`config.mk`:
```
export PLATFORM = sky130hd
export DESIGN_NAME = program_loader
export DESIGN_NICKNAME = d
export VERILOG_FILES = /design/src/rtl/loader_pkg.sv /design/src/rtl/loader_csum.sv /design/src/rtl/program_loader.sv
export SDC_FILE = /design/constraint.sdc
export NUM_CORES = 1
export LEC_CHECK = 0
export ABC_AREA = 1
export CORE_ASPECT_RATIO = 0.5
export CORE_MARGIN = 2
export CORE_UTILIZATION = 50
export CTS_BUF_LIST = sky130_fd_sc_hd__clkbuf_4 sky130_fd_sc_hd__clkbuf_8
export DETAILED_ROUTE_END_ITERATION = 12
export DONT_BUFFER_PORTS = 1
export SLEW_MARGIN = 20
export SYNTH_ARGS = -nofsm -noshare
export SYNTH_HDL_FRONTEND = slang
export SYNTH_SLANG_ARGS = --single-unit
```
`constraint.sdc`:
```
create_clock -name clk -period 2 [get_ports clk]
set_clock_uncertainty 0.1 [all_clocks]
set_input_delay 0.2 -clock clk [delete_from_list [all_inputs] [get_ports clk]]
set_output_delay 0.2 -clock clk [all_outputs]
set_load 0.05 [all_outputs]
```
`src/rtl/loader_pkg.sv`:
```
// Shared types and constants for the instruction-RAM byte-stream loader.
package loader_pkg;

  typedef enum logic [2:0] {
    IDLE,
    CNT_HI,
    CNT_LO,
    DATA_HI,
    DATA_LO,
    WRITE,
    CHK,
    DONE
  } state_t;

  localparam logic [7:0] SYNC_BYTE_DEFAULT = 8'hA5;
  localparam int         CNT_W             = 16;

endpackage

```
`src/rtl/loader_csum.sv`:
```
// 8-bit running XOR over the accepted frame bytes; clear wins over enable.
module loader_csum (
  input  logic       clk,
  input  logic       reset,
  input  logic       clear,
  input  logic       en,
  input  logic [7:0] data_in,
  output logic [7:0] sum
);

  always_ff @(posedge clk) begin
    if (reset || clear) begin
      sum <= '0;
    end else if (en) begin
      sum <= sum ^ data_in;
    end
  end

endmodule

```
`src/rtl/program_loader.sv`:
```
// Framed byte-stream loader for the CPU instruction RAM; holds the CPU while loading.
// Optional trailing XOR checksum is built when LOADER_CHECKSUM_EN is defined.
module program_loader
  import loader_pkg::*;
#(
  parameter int         ADDR_W    = 8,
  parameter logic [7:0] SYNC_BYTE = SYNC_BYTE_DEFAULT
) (
  input  logic              clk,
  input  logic              reset,
  input  logic [7:0]        byte_in,
  input  logic              byte_valid,
  output logic              byte_ready,
  output logic [ADDR_W-1:0] ram_instr_addr,
  output logic [15:0]       ram_instr_data,
  output logic              ram_wren_instr,
  output logic              cpu_hold,
  output logic              load_done,
  output logic              load_error
);

  // Byte handshake: a byte moves only on a rising edge where byte_valid and
  // byte_ready are both high; byte_ready depends on state alone, so the source
  // must hold byte_in stable while ready is low.

  localparam logic [CNT_W:0] MAX_WORDS = (CNT_W + 1)'(1) << ADDR_W;

`ifdef LOADER_CHECKSUM_EN
  localparam state_t END_STATE = CHK;
`else
  localparam state_t END_STATE = DONE;
`endif

  state_t             state;
  state_t             state_next;
  logic [7:0]         hi_q;
  logic [CNT_W-1:0]   rem_q;
  logic [ADDR_W-1:0]  addr_q;
  logic [15:0]        data_q;
  logic               hold_q;
  logic               err_q;

  logic               xfer;
  logic               sync_seen;
  logic [CNT_W-1:0]   count_word;
  logic               overflow;

  assign xfer       = byte_valid && byte_ready;
  assign sync_seen  = (state == IDLE) && xfer && (byte_in == SYNC_BYTE);
  assign count_word = {hi_q, byte_in};
  assign overflow   = {1'b0, count_word} > MAX_WORDS;

`ifdef LOADER_CHECKSUM_EN
  logic [7:0] csum;
  logic       csum_en;
  logic       csum_ok;

  // The sync byte itself is excluded; every later accepted byte up to the checksum is folded in.
  assign csum_en = xfer && (state inside {CNT_HI, CNT_LO, DATA_HI, DATA_LO});
  assign csum_ok = (byte_in == csum);

  loader_csum u_csum (
    .clk     (clk),
    .reset   (reset),
    .clear   (sync_seen),
    .en      (csum_en),
    .data_in (byte_in),
    .sum     (csum)
  );
`endif

  always_comb begin
    state_next     = state;
    byte_ready     = 1'b1;
    ram_wren_instr = 1'b0;
    load_done      = 1'b0;
    case (state)
      IDLE:    if (sync_seen) state_next = CNT_HI;
      CNT_HI:  if (xfer) state_next = CNT_LO;
      CNT_LO: begin
        if (xfer) begin
          if (count_word == '0)  state_next = END_STATE;
          else if (overflow)     state_next = IDLE;
          else                   state_next = DATA_HI;
        end
      end
      DATA_HI: if (xfer) state_next = DATA_LO;
      DATA_LO: if (xfer) state_next = WRITE;
      WRITE: begin
        byte_ready     = 1'b0;
        ram_wren_instr = 1'b1;
        state_next     = (rem_q == CNT_W'(1)) ? END_STATE : DATA_HI;
      end
`ifdef LOADER_CHECKSUM_EN
      CHK:     if (xfer) state_next = csum_ok ? DONE : IDLE;
`endif
      DONE: begin
        byte_ready = 1'b0;
        load_done  = 1'b1;
        state_next = IDLE;
      end
      default: state_next = IDLE;
    endcase
  end

  always_ff @(posedge clk) begin
    if (reset) begin
      state  <= IDLE;
      hi_q   <= '0;
      rem_q  <= '0;
      addr_q <= '0;
      data_q <= '0;
      hold_q <= 1'b0;
      err_q  <= 1'b0;
    end else begin
      state <= state_next;
      case (state)
        IDLE: begin
          if (sync_seen) begin
            err_q  <= 1'b0;
            hold_q <= 1'b1;
            addr_q <= '0;
          end
        end
        CNT_HI, DATA_HI: if (xfer) hi_q <= byte_in;
        CNT_LO: begin
          if (xfer) begin
            rem_q <= count_word;
            if (overflow) err_q <= 1'b1;
          end
        end
        DATA_LO: if (xfer) data_q <= {hi_q, byte_in};
        WRITE: begin
          // Wraps to 0 after a full-RAM image; no further write follows.
          addr_q <= addr_q + ADDR_W'(1);
          rem_q  <= rem_q - CNT_W'(1);
        end
`ifdef LOADER_CHECKSUM_EN
        CHK: if (xfer && !csum_ok) err_q <= 1'b1;
`endif
        DONE: hold_q <= 1'b0;
        default: ;
      endcase
    end
  end

  assign ram_instr_addr = addr_q;
  assign ram_instr_data = data_q;
  assign cpu_hold       = hold_q;
  assign load_error     = err_q;

endmodule

```
==> results_dict.tcl <==
set metrics [dict create \
    final_common_cell "nand2_1" \
    antenna_found_initial 0 \
    grt_max_degree 33 \
    grt_first_pass_wirelength_um 13300 \
    syn_avg_cell_area_um2 6.57 \
    post-route-period-util 0.899 \
    path_delay_family "buffers and inverters" \
    setup_viol 0 \
    path_buf_inv 3 \
    synth-edff-count 0 \
    grt_overflow 0 \
    final_core_util 0.576 \
    synth_seq_cells 53 \
    synth_cell_types 34 \
    htreeDepth 2 \
    ant_nets 0 \
    tightest_slew_ns 0.999 \
    design_area_um2 3150 \
    syn_nets 445 \
    crit_path_cell_trace "inv_2, nand2_2, nor2_4, buf_4, buf_4" \
    cp-start-kind "flop" \
    finalCriticalPeriod_ns 1.80 \
    max_freq_mhz 556 \
    portBuffers 0 \
    die_w_um 110 \
    cts_tree "built" \
    drt-total-wl_um 8070 \
    yosysWarnings 0 \
    nFillCells 536 \
    syn_to_final_growth_pct 11.3 \
    initial_utilization 0.518 \
    max-slew-margin-rel 0.334 \
    drive_gt1_frac 0.0940 \
    critPathRequiredTime_ns 1.70 \
    timing.hold.ws_ns 0.00779 \
    track_usage 0.267 \
    num_rows 19 \
    drcViolationCount 0 \
    status "completed" \
    slew_viol_final 0 \
    drt-initial-drc-count 247 \
    ir_drop_mv 0.649 \
    crit_arrival_ns 1.50 \
    crit_path_max_incr_delay_ns 0.36 \
    ioPinCount 40 \
    grt_pass1_vias 2628 \
    async_reset_ff_frac 0 \
    num_antenna_cells 0 \
    synth_ff_type "dfxtp_1" \
    path_common_cell "buf_4" \
    slowest_stage "dfxtp_1" \
    post_drt_wl_per_cell_um 15.5 \
    hp-class "input port to flop" \
    seq_area_frac_synth 0.375 \
    die_y_um 57.2 \
    critPathKind "flop to primary output" \
    max_cap_viol_count 0 \
    dieArea_um2 6310 \
    vias 2835 \
    place_inst 502 \
    crit_fanout 14 \
    nets 460 \
    power_mw 3.76 \
    setup_ws_ns 0.201 \
    powerDensity_nw_per_um2 1190 \
    ctsLongestPathBuffers 2 \
    clk_latency_ns 0.32 \
    end_kind "primary output" \
    syn_area_um2 2830 \
    clkSinkCount 53 \
    numCtsBuffers 5 \
    hold_violations 0 \
    place_congestion 0.884 \
    cts-root-buf "clkbuf_8" \
    dr.pass1.iters 5 \
    dpl_worst_slack_ns 0.174 \
    post-dp-hpwl_um 5740 \
    multiInputGateArea_um2 1460 \
    mostFrequentLayoutCells "nand2_1, inv_1, dfxtp_1" \
    routed_via_density 5.45 \
    placed_cell_area_um2 2950 \
    fin_tns_setup_ns 0 \
    final_cells 520 \
    cellLeakagePower_nw 1.38 \
    clkTransAtPathRegs_ns 0.10 \
    rsz0062_at_grt "false" \
    seqCellArea_um2 1060 \
    synthesis.instances 431 \
    core_area_um2 5470 \
]
## cells in the mapped netlist, types with 3 or more instances
cell type / count / share of area
clkbuf_1: 7 / 0.0093
buf_4: 3 / 0.0080
buf_2: 4 / 0.0071
nand2_1: 88 / 0.12
a21oi_1: 47 / 0.083
inv_2: 4 / 0.0053
o21ai_1: 9 / 0.016
nor3_1: 4 / 0.0071
nand4_1: 6 / 0.013
ha_1: 3 / 0.013
nand3_1: 38 / 0.067
nand3b_1: 3 / 0.0080
inv_1: 55 / 0.073
dfxtp_1: 53 / 0.37
nor2_1: 49 / 0.065
o21ai_0: 37 / 0.065
## worst paths after layout
path	startpoint	endpoint	slack, ns	cells past startpoint
setup / recovery	state[1]$_SDFFE_PP0P_	ram_wren_instr	0.20	5
hold / removal	byte_in[5]	ram_instr_data[5]$_SDFFE_PP0P_	0.008	2
setup reg to reg	state[1]$_SDFFE_PP0P_	rem_q[6]$_SDFFE_PP0P_	0.21	8
hold reg to reg	rem_q[14]$_SDFFE_PP0P_	rem_q[14]$_SDFFE_PP0P_	0.39	2
## cell families after synthesis
logic type,share of synthesized area
AND/OR/NAND/NOR,0.306
buffers and inverters,0.112
XOR/XNOR,0.00310
AO/OA/AOI/OAI,0.191
flip-flops,0.375
adder cells (fa/ha/maj),0.0133
## where the power goes
part	leakage, nW	switching [mW]	total, mW	internal [mW]
logic	0.910	0.987	1.47	0.488
registers	0.429	0.409	1.64	1.23
clock network	0.0447	0.391	0.644	0.254
total	1.38	1.79	3.76	1.97
## flip-flops by register name, summed over array words and instances, names as in the netlist
name	flops
ram_instr_data	16
rem_q	16
hi_q	8
ram_instr_addr	8
state	3
cpu_hold	1
load_error	1
## final cells by class
class | count | share of cell area
tap | 73 | 0.0290
clock inverter | 3 | 0.00794
timing repair buffer | 25 | 0.0715
multi-input combinational | 302 | 0.462
sequential | 53 | 0.338
inverter | 59 | 0.0703
clock buffer | 5 | 0.0218
## worst reg2reg max path, stage by stage, from the launching register on
cell,delay (ns)
dfxtp_1,0.41
inv_2,0.09
nand2_2,0.11
nor2_4,0.06
buf_4,0.16
nor2_2,0.32
inv_1,0.19
a21oi_1,0.16
nor3_1,0.06
## per-layer routing
layer  wire, µm  part of all wire  track usage
met3        903              0.11       0.0893
met2       3280              0.41        0.385
met5          0                 0            0
met1       3840              0.48        0.390
met4         52            0.0064       0.0518
## timing repair
item,in CTS,in global routing
setup buffers,0,1
pin swaps,0,1
gates resized for setup,2,2
endpoints found under the hold margin,41,0
gates cloned,0,0
endpoints found under the setup margin,1,30
hold buffers,9,0
Power figures use the tool's default switching activity.
